[src/rtl/pc_unit.sv]
// Program-counter unit: registered PC with a four-way next-PC select and a
// circular return-address stack for call/return sequences.
module pc_unit #(
  parameter int unsigned     WIDTH     = 32,
  parameter logic [WIDTH-1:0] RESET_VEC = '0,
  parameter logic [WIDTH-1:0] INC       = WIDTH'(1),
  parameter int unsigned     RAS_DEPTH = 4,
  parameter int unsigned     RAS_AW    = 2
) (
  input  logic              clk,
  input  logic              rst,
  input  logic              pc_write,
  input  logic [1:0]        sel,
  input  logic [WIDTH-1:0]  target,
  input  logic              call,
  output logic [WIDTH-1:0]  PC,
  output logic [WIDTH-1:0]  pc_plus,
  output logic [WIDTH-1:0]  ras_top,
  output logic [RAS_AW:0]   ras_count,
  output logic              ras_empty,
  output logic              ras_full,
  output logic              ras_ovf,
  output logic              ras_udf
);

  localparam int unsigned CW      = RAS_AW + 1;
  localparam logic [CW-1:0] DEPTH_C = CW'(RAS_DEPTH);

  localparam logic [1:0] SEL_SEQ = 2'b00;
  localparam logic [1:0] SEL_TGT = 2'b01;
  localparam logic [1:0] SEL_RET = 2'b10;

  logic [WIDTH-1:0]  pc_q, pc_d;
  logic [RAS_AW-1:0] ptr_q, ptr_d;
  logic [CW-1:0]     cnt_q, cnt_d;
  logic              ovf_q, ovf_d;
  logic              udf_q, udf_d;
  logic              push;
  logic [WIDTH-1:0]  ras_mem [RAS_DEPTH];

  // Combinational views of registered state
  assign pc_plus   = pc_q + INC;
  assign ras_empty = (cnt_q == '0);
  assign ras_full  = (cnt_q == DEPTH_C);
  assign ras_top   = ras_empty ? '0 : ras_mem[ptr_q];

  assign PC        = pc_q;
  assign ras_count = cnt_q;
  assign ras_ovf   = ovf_q;
  assign ras_udf   = udf_q;

  // Next-PC selection and stack pointer/count/flag update
  always_comb begin
    pc_d  = pc_q;
    ptr_d = ptr_q;
    cnt_d = cnt_q;
    ovf_d = ovf_q;
    udf_d = udf_q;
    push  = 1'b0;
    if (pc_write) begin
      case (sel)
        SEL_SEQ: pc_d = pc_plus;
        SEL_TGT: begin
          pc_d = target;
          if (call) begin
            push  = 1'b1;
            ptr_d = ptr_q + RAS_AW'(1);
            if (ras_full) ovf_d = 1'b1;   // oldest entry gets overwritten
            else          cnt_d = cnt_q + CW'(1);
          end
        end
        SEL_RET: begin
          if (ras_empty) begin
            pc_d  = pc_plus;
            udf_d = 1'b1;
          end else begin
            pc_d  = ras_mem[ptr_q];
            ptr_d = ptr_q - RAS_AW'(1);
            cnt_d = cnt_q - CW'(1);
          end
        end
        default: ;
      endcase
    end
  end

  // State registers with synchronous active-low reset
  always_ff @(posedge clk) begin
    if (!rst) begin
      pc_q  <= RESET_VEC;
      ptr_q <= '0;
      cnt_q <= '0;
      ovf_q <= 1'b0;
      udf_q <= 1'b0;
    end else begin
      pc_q  <= pc_d;
      ptr_q <= ptr_d;
      cnt_q <= cnt_d;
      ovf_q <= ovf_d;
      udf_q <= udf_d;
    end
  end

  // Stack storage; contents are don't-care after reset
  always_ff @(posedge clk) begin
    if (rst && push) ras_mem[ptr_d] <= pc_plus;
  end

endmodule

[config.mk]
export PLATFORM = sky130hd
export DESIGN_NAME = pc_unit
export DESIGN_NICKNAME = d
export VERILOG_FILES = /design/src/rtl/pc_unit.sv
export SDC_FILE = /design/constraint.sdc
export NUM_CORES = 1
export LEC_CHECK = 0
export CAP_MARGIN = 25
export CORE_MARGIN = 1
export CORE_UTILIZATION = 35
export DETAILED_ROUTE_END_ITERATION = 12
export HOLD_SLACK_MARGIN = 0.06
export PLACE_DENSITY = 0.67
export SLEW_MARGIN = 5
export SYNTH_ARGS = -nofsm -noshare
export SYNTH_HDL_FRONTEND = slang
export SYNTH_SLANG_ARGS = --single-unit
[constraint.sdc]
create_clock -name clk -period 5.5 [get_ports clk]
set_input_delay 1.1 -clock clk [delete_from_list [all_inputs] [get_ports clk]]
set_output_delay 1.1 -clock clk [all_outputs]
set_load 0.02 [all_outputs]
Word level (Yosys, flattened, before mapping)
Memories as Yosys holds them, arrays and structs flattened. A register that Yosys moved wholly into a read port is not among the register bits.
Cells that the tools add are included.
{"block": "classes", "eq_ne": 6, "add_sub_neg": 5, "mux": 17, "reduce_logical": 9}
{"cell": "32-bit one-hot mux with 3 select lines", "n": 1}
{"cell": "32-bit two-way mux", "n": 2}
{"cell": "32-bit by 1-bit adder with 32-bit output (second input constant)", "n": 1}
{"cell": "3-bit two-way mux", "n": 3}
{"cell": "2-bit two-way mux", "n": 4}
{"cell": "2-bit inequality test (second input constant)", "n": 3}
{"cell": "3-bit one-hot mux with 2 select lines", "n": 1}
{"cell": "1-bit two-way mux", "n": 5}
{"cell": "5-bit AND reduction", "n": 1}
{"cell": "2-bit one-hot mux with 2 select lines", "n": 1}
{"cell": "4-bit AND reduction", "n": 1}
{"cell": "3-bit by 1-bit adder with 3-bit output (second input constant)", "n": 1}
{"cell": "3-bit equality test (second input constant)", "n": 1}
{"cell": "3-bit zero test", "n": 1}
{"cell": "3-bit AND reduction", "n": 1}
{"cell": "3-bit nonzero test", "n": 1}
{"cell": "3-bit by 1-bit subtractor with 3-bit output (second input constant)", "n": 1}
{"cell": "2-bit by 1-bit adder with 2-bit output (second input constant)", "n": 1}
{"cell": "2-bit by 1-bit equality test with 1-bit output (second input constant)", "n": 1}
{"cell": "2-bit equality test (second input constant)", "n": 1}
{"cell": "2-bit zero test", "n": 1}
{"cell": "2-bit AND reduction", "n": 1}
{"cell": "2-bit nonzero test", "n": 1}
{"cell": "2-bit by 1-bit subtractor with 2-bit output (second input constant)", "n": 1}
{"cell": "1-bit logical AND", "n": 1}
{"block": "word_totals", "out_inout_bits": 103, "n_memories": 1, "word_cells": 43, "ram_bits": 128, "ff_bits": 39, "input_bits": 38}
{"name": "ras_mem", "words": 4, "word_bits": 32, "rd": 1, "rd_clocked_by_memory_dff": 1, "wr": 1, "line_no": "39", "rtl": "logic [WIDTH-1:0] ras_mem [RAS_DEPTH];"}

Depth between registers and ports, before layout
Gate-level depths: netlist of run 1.
{"block": "logic_depth", "depth_word": 6, "mapped_depth": 9, "depth_no_buf": 8}

Least setup slack after synthesis of run 1
OpenSTA, ideal clock, no wires.
{"block": "synth_timing", "path_type": "input to register", "start": "in sel[0]", "end": "mem ras_mem[3][0], enable pin", "setup_ps": 468, "stages": 7, "required_time_ps": 5032, "arrival_time_ps": 4630, "slack_ps": 402, "path_cell_list": "inv_1 > ha_1 > or4b_1 > nand4b_1 > o21ai_0 > nand2_1 > nor3b_1"}
{"block": "synth_via", "elab_chain_cells": 6, "word_cells_on_any_way": 9, "classes_between": "2 x eq/ne; 6 x mux; 1 x reduce/logical"}
{"item": "start, declared", "line_no": "13", "rtl": "input logic [1:0] sel,"}
{"item": "2-bit by 1-bit equality test with 1-bit output", "line_no": "61", "rtl": "case (sel)"}
{"item": "1-bit two-way mux", "line_no": "61"}
{"item": "1-bit two-way mux", "line_no": "60", "rtl": "if (pc_write) begin"}
{"item": "1-bit logical AND", "line_no": "106", "rtl": "if (rst && push) ras_mem[ptr_d] <= pc_plus;"}
{"item": "1-bit two-way mux", "line_no": "106"}
{"item": "1-bit two-way mux (implied by the code)", "line_no": "106"}
{"item": "end, declared", "line_no": "39"}
Several ways; a longest one is shown, not always the timed one.

Worst setup path after layout of run 1
{"block": "layout_timing", "start": "reg pc_q[0], in the netlist PC[0]", "end": "out pc_plus[28]"}
{"block": "layout_via", "elab_chain_cells": 1}
{"item": "start, declared", "line_no": "33", "rtl": "logic [WIDTH-1:0] pc_q, pc_d;"}
{"item": "start signal, assigned", "line_no": "96", "rtl": "pc_q <= pc_d;"}
{"item": "32-bit by 1-bit adder with 32-bit output", "line_no": "42", "rtl": "assign pc_plus = pc_q + INC;"}
{"item": "end, declared", "line_no": "17", "rtl": "output logic [WIDTH-1:0] pc_plus,"}
Every way passes these cells.

==> metrics.md, run 1 <==
| Metric | Value |
|---|---|
| Status | `complete, no violations` |
| Worst setup SP type | `flip-flop` |
| Post-detailed-route via-to-cell ratio | `roughly 5.5` |
| Number of antenna violations at the first check in global routing | `0` |
| Share of the clock period used by the worst path | `0.843` |
| Cells after synthesis | `573` |
| Element type at the critical path end | `primary output` |
| Layout cells sized above 1 | `0.138` |
| Maximum single-stage delay on the critical path | `between 0.7 and 0.8 ns` |
| Number of library cell types mapped by synthesis | `just over 60` |
| Post-synth EDFFs | `128` |
| Overflow after GRT | `0` |
| Hold WS | `around 0.51 ns` |
| Number of antenna-violating nets in the routed design | `0` |
| Part of the Yosys area used for sequential elements | `0.594` |
| Post-layout net count | `between 700 and 800` |
| Number of design rule violations left after detail routing | `0` |
| Seq cells post-synth | `between 150 and 200` |
| Initial DRC Count | `418` |
| TritonCTS clock tree | `yes` |
| Slew of the pin with the lowest slew margin | `between 0.9 and 1 ns` |
| Largest vdd supply drop | `0.156 mV` |
| Length of the first detailed-routing pass in iterations | `5` |
| Area contributors post-synth | `edfxtp_1 49%, dfxtp_1 10%, mux4_2 9.3%, and2_1 3.0%, xnor2_1 2.4%` |
| Clock-pin slew of the registers on the worst-case setup and hold paths | `about 0.06 ns` |
| Global-route usage over all layers | `0.193` |
| Overall via count from detail_route | `between 5000 and 6000` |
| Finish-stage setup viols | `0` |
| Synthesized area per cell | `13.6 sq um` |
| Reg-to-reg startpoint | `ras_count[1]$_SDFFE_PN0P_` |
| Synthesis warning total | `0` |
| Hold path cells | `1` |
| Area after detailed placement | `approximately 0.0095 sq mm` |
| Post-CTS setup repair buffer count | `0` |
| Diodes inserted | `0` |
| Number of fill cells in the layout | `around 2000` |
| FF-to-FF End | `ras_mem[0][25]$_DFFE_PP_` |
| Cell area power density | `around 300 mW/mm^2` |
| Number of levels the H-tree was split into | `4` |
| Maximum number of pins on one net before global-route repair | `49` |
| Wire length after detailed routing | `about 21 mm` |
| Number of placed instances, taps included | `between 900 and 1000` |
| Critical-path maximum fanout | `13` |
| Clock Latency Late Sink | `0.43 ns` |
| Leak pwr | `~3.3 nW` |
| Number of non-filler instances in the completed layout | `around 1000` |
| CP max stage cell | `nor4_4` |
| Max Clock Freq | `~220 MHz` |
| Half-perimeter wire length after detailed placement | `about 14 mm` |
| Worst Reg-to-Reg Cells | `7` |
| Layout overhead on the synthesized area | `29.0%` |
| WHS Endpoint | `ras_ovf$_SDFFE_PN0P_` |
| Overall power of the completed layout | `3.01 mW` |
| Via count of the first global-routing pass | `5314` |
| Min-Delay Startpoint | `ras_ovf$_SDFFE_PN0P_` |
| Layout Cell Area excl Fill | `around 0.01 sq mm` |
| Number of buffers on the longest clock path | `2` |
| First-pass GRT wire length | `31.9 mm` |
| Mapped Area | `0.00778 sq mm` |
| Register-to-register path setup slack | `approximately 2.7 ns` |
| Leading cell type by number of instances after synthesis | `edfxtp_1` |
| Gates resized, CTS repair | `0` |
| Cell at the root of the clock tree | `clkbuf_16` |
| Arrival time of the worst setup path | `around 3.5 ns` |
| Hold-fix buffers, CTS | `0` |
| Clock sinks | `approximately 170` |
| Vertical die dimension | `~150 um` |
| Worst endpoint required time | `4.40 ns` |
| Top-Level Pins | `141` |
| Most frequent cells after synthesis | `128 x edfxtp_1, 39 x dfxtp_1, 37 x and2_1, 32 x mux4_2, 30 x o21ai_0` |
| Final Critical Period | `4.64 ns` |
| Critical Setup Path Class | `flip-flop to primary output` |
| Cell chain of the critical path | `ha_1, nand3_1, nor4_4, nand4_1, xnor2_1, clkdlybuf4s50_1` |
| Number of input and output port buffers inserted | `140` |
| Cell type with the highest aggregate area in the netlist | `edfxtp_1` |
| Area of the placeable core | `between 0.02 and 0.025 sq mm` |
| Max-cap viol count | `0` |
| Final number of max-transition violations | `0` |
| Die boundary width | `around 150 um` |
| Routability congestion estimate | `approximately 0.78` |
| Class of the worst hold path | `flip-flop to flip-flop` |
| Post-synth ARST share | `0` |
| Setup TNS | `0 ns` |
| Die Area | `approximately 0.023 sq mm` |
| Synth Net Count | `between 600 and 700` |
| Dominant register cell in the synthesized netlist | `edfxtp_1` |
| WL/cell | `21.1 um` |
| Fraction of post-synthesis cell area in the top cell type by area | `0.494` |
| Clock Skews | `about 0.012 ns` |
| Max-slew headroom at the worst pin | `0.363` |
| RSZ-0062 raised after global routing | `false` |
| Number of buffers added by the clock tree synthesis step | `17` |
| Hold violation count in the final report | `0` |
| Number of placement rows | `54` |
| Starting density of the core | `0.357` |
==> worst max path at each step <==
stage	to	start	slack, ns
after detailed placement	pc_plus[28]	PC[0]$_SDFFE_PN0P_	1.29
after floorplan	ras_mem[3][0]$_DFFE_PP_	sel[0]	0.40
after global routing	pc_plus[20]	PC[0]$_SDFFE_PN0P_	0.55
after CTS	pc_plus[18]	PC[0]$_SDFFE_PN0P_	0.80
after global placement	pc_plus[28]	PC[0]$_SDFFE_PN0P_	1.40
final	pc_plus[28]	PC[0]$_SDFFE_PN0P_	0.86
==> stage by stage <==
step,util,worst slack (ns)
2_1_floorplan,-,0.402
3_3_place_gp,0.434,1.40
3_5_place_dp,0.434,1.29
4_1_cts,0.460,0.805
5_1_grt,0.460,0.552
6_report,0.460,0.863
==> state kept, by name (all words and copies together) (netlist names) <==
signal and count:
ras_udf 1, PC 32, ras_mem 128, ras_count 3
ptr_q 2, ras_ovf 1
==> cell usage in the layout, fill, tap and decap left out, types with 3 or more instances in the layout <==
cell and count:
o211a_1 4, clkbuf_16 17, nand4_1 15, o21ai_0 30, inv_6 6, nand4b_1 4
a21oi_1 24, clkdlybuf4s50_1 140, clkinvlp_4 5, nor2b_1 3, nand2_1 27, a221o_1 9
a221oi_1 12, edfxtp_1 128, xnor2_1 21, mux4_2 32, nor3_1 11, o22ai_1 3
buf_4 14, a32o_1 3, o211ai_1 4, nand3_1 14, nor3_2 3, a22oi_1 8
dfxtp_1 38, ha_1 4, and2_1 37, nor2_1 14, and3_1 6, xor2_1 13
nor3b_1 5, a31oi_1 3, a221oi_2 3, inv_1 10, nand2b_1 5
==> worst max-delay path: cells and delay by family, from the launching register on <==
kind	cells	cell delay, ns
AND/OR/NAND/NOR	3	1.34
buffers and inverters	1	0.67
flip-flops	1	0.44
XOR/XNOR	1	0.39
adder cells (fa/ha/maj)	1	0.27
==> logic make-up (layout without fill, tap and decap cells) <==
kind of cell | Yosys count | in the layout | share of synthesized area
AO/OA/AOI/OAI | 118 | 118 | 0.108
adder cells (fa/ha/maj) | 5 | 5 | 0.00900
buffers and inverters | 54 | 198 | 0.0317
flip-flops | 167 | 167 | 0.594
multiplexers | 33 | 33 | 0.0939
XOR/XNOR | 34 | 34 | 0.0383
AND/OR/NAND/NOR | 162 | 162 | 0.125
==> power breakdown <==
group / internal [mW] / switching (mW) / total, mW
Sequential: 1.38 / 0.0381 / 1.42
Clock: 0.631 / 0.522 / 1.15
Combinational: 0.196 / 0.243 / 0.440
Total: 2.21 / 0.803 / 3.01
==> per-layer routing <==
layer	global-route usage	routed length [um]
met1	0.272	9480
met3	0.0509	1450
met4	0.0460	199
met2	0.295	9860
met5	0	0
==> final cells by class <==
| type | count | area [sq um] | share of cell area |
|---|---|---|---|
| clock buffer | 17 | 425 | 0.0424 |
| clock inverter | 15 | 143 | 0.0142 |
| inverter | 11 | 42.5 | 0.00424 |
| multi-input combinational | 352 | 2930 | 0.292 |
| sequential | 167 | 4630 | 0.461 |
| tap | 280 | 350 | 0.0349 |
| timing repair buffer | 155 | 1530 | 0.152 |
(Power assumes the default switching activity.)
==> run 2: changes to the inputs <==
- clock period: 5.5 -> 4.55 ns (I/O delays scaled with it)
==> run 2 against run 1 <==
Sequential power increased by 21%. Total power increased by 24%. Clock power increased by 30%. Sequential share of layout area decreased by 0.55 points. Critical path type unchanged. First-iteration DRC count increased by 2.4%. Global-route usage increased by 0.13 points.
==> metrics.md, run 2 (same netlist as run 1, synthesis figures left out) <==
| Metric | Value |
|---|---|
| Routed met3 length | `1.64 mm (was 1.45 mm)` |
| Worst endpoint required time | `3.64 ns (was 4.40 ns)` |
| Wire length on met1 | `9.43 mm (was 9.48 mm)` |
| Number of antenna-violating nets in the routed design | `0 (unchanged)` |
| First-pass GRT wire length | `32.2 mm (was 31.9 mm)` |
| Arrival time of the worst setup path | `3.38 ns (was 3.54 ns)` |
| Clock Skews | `0.00660 ns (was 0.0124 ns)` |
| Overall via count from detail_route | `5576 (was 5443)` |
| Largest vdd supply drop | `0.196 mV (was 0.156 mV)` |
| Starting density of the core | `0.357 (unchanged)` |
| Element type at the critical path end | `primary output (unchanged)` |
| Number of design rule violations left after detail routing | `0 (unchanged)` |
| Worst setup SP type | `flip-flop (unchanged)` |
| Flip-flop count of the largest register, all copies and words added | `128 (unchanged)` |
| Status | `complete, no violations (unchanged)` |
| TritonCTS clock tree | `yes (unchanged)` |
| Layout cells sized above 1 | `0.142 (was 0.138)` |
| Class of the worst hold path | `flip-flop to flip-flop (unchanged)` |
| Via count of the first global-routing pass | `5324 (was 5314)` |
| Number of levels the H-tree was split into | `4 (unchanged)` |
| Max-slew headroom at the worst pin | `0.313 (was 0.363)` |
| Global-route usage over all layers | `0.194 (was 0.193)` |
| Max Clock Freq | `between 200 and 250 MHz` |
| Clock-pin slew of the registers on the worst-case setup and hold paths | `0.06 ns (about the same)` |
| Hold-fix buffers, CTS | `0 (unchanged)` |
| Max-cap viol count | `0 (unchanged)` |
| Critical Setup Path Class | `flip-flop to primary output (unchanged)` |
| Final number of max-transition violations | `0 (unchanged)` |
| Register with the most flip-flops | `ras_mem (unchanged)` |
| Critical-path maximum fanout | `13 (unchanged)` |
| Area of the placeable core | `0.0218 sq mm (unchanged)` |
| Length of the first detailed-routing pass in iterations | `5 (unchanged)` |
| Layout overhead on the synthesized area | `30.6% (was 29.0%)` |
| Slew of the pin with the lowest slew margin | `1.03 ns (was 0.955 ns)` |
| Die boundary width | `151 um (unchanged)` |
| Overall power of the completed layout | `3.75 mW (was 3.01 mW)` |
| Finish-stage setup viols | `0 (unchanged)` |
| Die Area | `0.0228 sq mm (unchanged)` |
| Number of input and output port buffers inserted | `140 (unchanged)` |
| Number of antenna violations at the first check in global routing | `0 (unchanged)` |
| Initial DRC Count | `428 (was 418)` |
| Clock Latency Late Sink | `0.42 ns (was 0.43 ns)` |
| Wire length after detailed routing | `21.3 mm (was 21.0 mm)` |
| Met2 Routed Length | `9.84 mm (was 9.86 mm)` |
| RSZ-0062 raised after global routing | `false (unchanged)` |
| Leak pwr | `3.39 nW (was 3.29 nW)` |
| Cell area power density | `369 mW/mm^2 (was 300 mW/mm^2)` |
| Diodes inserted | `0 (unchanged)` |
| Number of buffers on the longest clock path | `2 (unchanged)` |
| Post-layout net count | `756 (was 747)` |
| Most common library cell in the layout ignoring fill and taps | `clkdlybuf4s50_1 (unchanged)` |
| Most frequent cells in the layout | `140 x clkdlybuf4s50_1, 128 x edfxtp_1, 38 x dfxtp_1, 37 x and2_1, 32 x mux4_2 (unchanged)` |
| Half-perimeter wire length after detailed placement | `14.3 mm (was 13.9 mm)` |
| Post-detailed-route via-to-cell ratio | `5.54 (was 5.46)` |
| Final Critical Period | `about 4.3 ns` |
| Share of the clock period used by the worst path | `0.943` |
| Routability congestion estimate | `0.815 (was 0.780)` |
| Top routing layer in use | `met4 (unchanged)` |
| Maximum number of pins on one net before global-route repair | `48 (was 49)` |
| WL/cell | `21.2 um (was 21.1 um)` |
| Cell at the root of the clock tree | `clkbuf_16 (unchanged)` |
| Number of placement rows | `54 (unchanged)` |
| Hold violation count in the final report | `0 (unchanged)` |
| Number of buffers added by the clock tree synthesis step | `17 (unchanged)` |
| Number of placed instances, taps included | `969 (was 965)` |
| Vertical die dimension | `151 um (unchanged)` |
| Overflow after GRT | `0 (unchanged)` |
| Top-Level Pins | `141 (unchanged)` |
| Setup TNS | `0 ns (unchanged)` |
| Clock sinks | `167 (unchanged)` |
| Number of non-filler instances in the completed layout | `1006 (was 997)` |
==> run 2: changes by cell type in the layout (fill, tap and decap cells not counted), sizes merged <==
| cell | change |
|---|---|
| bufinv | +3 |
| clkinv | +2 |
| clkinvlp | -4 |
| inv | -6 |
| buf | +9 |
| clkbuf | +5 |
==> run 2: area by class of cell <==
cell class,count,area [sq um]
well taps,280,350
repair buffers,164,1590
multi-input cells,352,2940
fillers,1927,11700
inverters,11,42.5
clock inverters,10,155
flip-flops and latches,167,4630
clock buffers,22,454
==> run 2: worst paths after layout <==
path,from,slack [ns],endpoint,cells past startpoint
worst min-delay path,ras_ovf$_SDFFE_PN0P_,0.48,ras_ovf$_SDFFE_PN0P_,1
worst min register to register,ras_ovf$_SDFFE_PN0P_,0.48,ras_ovf$_SDFFE_PN0P_,1
worst max-delay path,PC[0]$_SDFFE_PN0P_,0.26,pc_plus[30],7
worst max register to register,ras_count[0]$_SDFFE_PN0P_,1.43,ras_mem[2][24]$_DFFE_PP_,6
==> run 2: layer usage <==
metal  global-route usage  vias up
met4               0.0595        0
met2                0.297      220
li1                     -     2518
met5                    0        -
met1                0.271     2815
met3               0.0482       23
==> run 2: where the power goes <==
| group | switching [mW] | internal, mW |
|---|---|---|
| sequential | 0.0444 | 1.67 |
| combinational | 0.300 | 0.240 |
| clock | 0.560 | 0.929 |
| total | 0.905 | 2.84 |
==> run 2: timing repair <==
action                                  in CTS  in global routing
resized for setup                            0                  0
endpoints found under the setup margin       0                  3
setup buffers                                0                  5
==> run 2: worst max-delay path, cell delays in order, from the launching register on <==
cell	delay, ns
dfxtp_1	0.45
ha_1	0.29
nand3_1	0.25
nor4_4	0.34
buf_4	0.25
nand3_1	0.17
xnor2_1	0.51
clkdlybuf4s50_1	0.71
==> run 2: per-stage QoR <==
stage | hold WS [ns] | utilization | instance area [sq um] | worst slack (ns)
final | 0.482 | 0.466 | 10200 | 0.259
after floorplan | 0.587 | - | 7790 | 0.763
after CTS | 0.489 | 0.464 | 10100 | 0.151
after detailed placement | 0.474 | 0.436 | 9510 | 0.600
after global routing | 0.495 | 0.466 | 10200 | 0.0903
after global placement | 0.473 | 0.436 | 9510 | 0.635
==> variant (settings of run 1) <==
Add an input register stage for `target`; this delays it by one clock. The other inputs are not delayed to match.
--- a/src/rtl/pc_unit.sv
+++ b/src/rtl/pc_unit.sv
@@ -30,6 +30,12 @@
   localparam logic [1:0] SEL_TGT = 2'b01;
   localparam logic [1:0] SEL_RET = 2'b10;
 
+  logic [WIDTH-1:0] target_q;
+
+  always_ff @(posedge clk) begin
+    target_q <= target;
+  end
+
   logic [WIDTH-1:0]  pc_q, pc_d;
   logic [RAS_AW-1:0] ptr_q, ptr_d;
   logic [CW-1:0]     cnt_q, cnt_d;
@@ -61,7 +67,7 @@
       case (sel)
         SEL_SEQ: pc_d = pc_plus;
         SEL_TGT: begin
-          pc_d = target;
+          pc_d = target_q;
           if (call) begin
             push  = 1'b1;
             ptr_d = ptr_q + RAS_AW'(1);
Function: changed (a bounded check fails within 4 cycles, from zero or initial values and one cycle with rst low).
==> variant against run 1 <==
- via count increased by 6.4%
- highest routed layer unchanged
- synthesized area up 8.4%
- setup slack improved by 0.17 ns
- sequential power is 18% higher
- sequential cell count rose by 32
- critical endpoint is now pc_plus[31]
- critical path depth shrank 1
- die area grew 8.3%
- wire length rose by 6.8%
- first-iteration DRC count down 4.1%
- cell count increased by 8.9%
- design area grew 8.1%
- maximum frequency grew 3.8%
- total power grew 13%
==> variant: results (changes against run 1) <==
stage,metric,value,unit,change
timing,fin_skew,0.0178,ns,was 0.0124 ns
status,status,completed,,unchanged
synthesis,synth-edff-count,128,,unchanged
pwr,ir_drop,0.149,mV,was 0.156 mV
worst_setup_path,cp-startpoint,PC[4]$_SDFFE_PN0P_,,was PC[0]$_SDFFE_PN0P_
placement,port_buffers,140,,unchanged
global_route,grt_pass1_wl,33700,um,was 31900 um
synthesis,synthTopCellsByArea,"edfxtp_1, dfxtp_1, mux4_2",,unchanged
cells_and_area,antenna-diode-count,0,,unchanged
worst_setup_path,cp_max_fo,10,,was 13
synthesis,synth_fp_nets,659,,was 616
timing,hold_viol_final,0,,unchanged
cts,path_clk_slew,0.07,ns,
min_path,min_path_type,flip-flop to flip-flop,,unchanged
worst_setup_path,r2r-start,ptr_q[1]$_SDFF_PN0_,,was ras_count[1]$_SDFFE_PN0P_
synthesis,synth_cell_types,62,,was 61
worst_setup_path,max_stage_delay,0.71,ns,was 0.79 ns
synthesis,yosysWarnings,0,,unchanged
cells_and_area,num-fill-cells,2130,,was 1951
cells_and_area,top_register,ras_mem,,unchanged
cts,cts-buffers-inserted,17,,unchanged
cells_and_area,nets,797,,was 747
placement,dpl.hpwl,14700,um,was 13900 um
cells_and_area,fin_cells,1086,,was 997
cts,clk_path_buf_depth,2,,unchanged
placement,dp_slack,1.45,ns,was 1.29 ns
worst_setup_path,cpLargestDelayFamily,simple AND/OR/NAND/NOR gates,,unchanged
worst_setup_path,reg2reg_slack,2.57,ns,was 2.66 ns
global_route,grt_usage,18.7,%,was 19.3%
cts,post_cts_resize_count,0,,unchanged
timing,min_period,4.47,ns,was 4.64 ns
global_route,grt_pass1_vias,5533,,was 5314
drt,dr.pass1.iters,5,,unchanged
worst_setup_path,crit_path_top_delay_cell,nor4_4,,unchanged
global_route,grt_overflow_total,0,,unchanged
pwr,p_leak,3.66,nW,was 3.29 nW
global_route,grt_max_degree,54,,was 49
synthesis,synth-seq-area-share,62.4,%,was 59.4%
global_route,antenna_found_initial,0,,unchanged
cells_and_area,largest_register_ffs,128,,unchanged
cts,clk_latency,0.44,ns,
drt,drt-initial-drc-count,401,,was 418
drt,viasPerCell,5.33,,was 5.46
timing,worstMarginPinSlew,1.03,ns,was 0.955 ns
synthesis,avgSynthCellArea,13.7,sq um,was 13.6 sq um
synthesis,ys_top_cells_by_count,"edfxtp_1, dfxtp_1, and2_1",,unchanged
cts,cts_setup_buffers,0,,unchanged
cells_and_area,drive_above_1_share,12.9,%,was 13.8%
placement,gp_congestion,0.812,,was 0.780
synthesis,synth_flop_cell,edfxtp_1,,unchanged
cts,h-tree-depth,4,,unchanged
worst_setup_path,worstPathArrival,3.37,ns,was 3.54 ns
synthesis,async_flop_share,0,%,unchanged
cts,cts-root-buf,clkbuf_16,,unchanged
drt,avgRoutedWirePerCell,20.6,um,was 21.1 um
min_path,worstHoldStart,ras_ovf$_SDFFE_PN0P_,,unchanged
cts,hold_buffers,0,,unchanged
==> variant: worst paths after layout <==
path / to / cells after the start
worst max-delay path: pc_plus[31] / 5
worst min-delay path: ras_ovf$_SDFFE_PN0P_ / 1
worst max register to register: ras_mem[3][5]$_DFFE_PP_ / 6
worst min register to register: ras_ovf$_SDFFE_PN0P_ / 1
==> variant: metal layers <==
layer	vias to the layer above	GRT usage (%)	routed length, um
met5	-	0	0
met4	0	5.59	300
met3	22	4.65	1590
met2	229	29.3	10500
met1	2875	25.5	10100
li1	2664	-	-
==> variant: where the power goes <==
group	leakage, nW	switching [W]	total (W)	internal, W
Combinational	1.61	0.000250	0.000449	0.000199
Sequential	1.76	0.0000450	0.00167	0.00163
Clock	0.294	0.000559	0.00129	0.000728
Total	3.66	0.000854	0.00341	0.00256
==> variant: through the flow <==
stage / total power, W / hold WS (ns) / instance area [sq um]
global route: 0.00353 / 0.521 / 10800
global placement: 0.00215 / 0.485 / 10200
floorplan: 0.00193 / 0.490 / 8430
finish: 0.00341 / 0.503 / 10800
CTS: 0.00345 / 0.504 / 10800
detailed placement: 0.00216 / 0.488 / 10200
==> variant: layout make-up <==
cell class	instances	area (sq um)	share of cell area, %
sequential	199	5270	48.5
multi-input combinational	365	2990	27.5
timing repair buffer	159	1550	14.3
clock buffer	23	489	4.51
tap	319	399	3.68
clock inverter	9	115	1.06
inverter	12	45.0	0.415
==> variant: cell families after synthesis <==
| logic type | Yosys count | synth area share [%] |
|---|---|---|
| buf+inv | 52 | 2.46 |
| simple gates | 168 | 11.8 |
| fa+ha+maj | 5 | 0.831 |
| xor+xnor | 33 | 3.43 |
| mux | 33 | 8.68 |
| compound gates | 126 | 10.3 |
| flops | 199 | 62.4 |
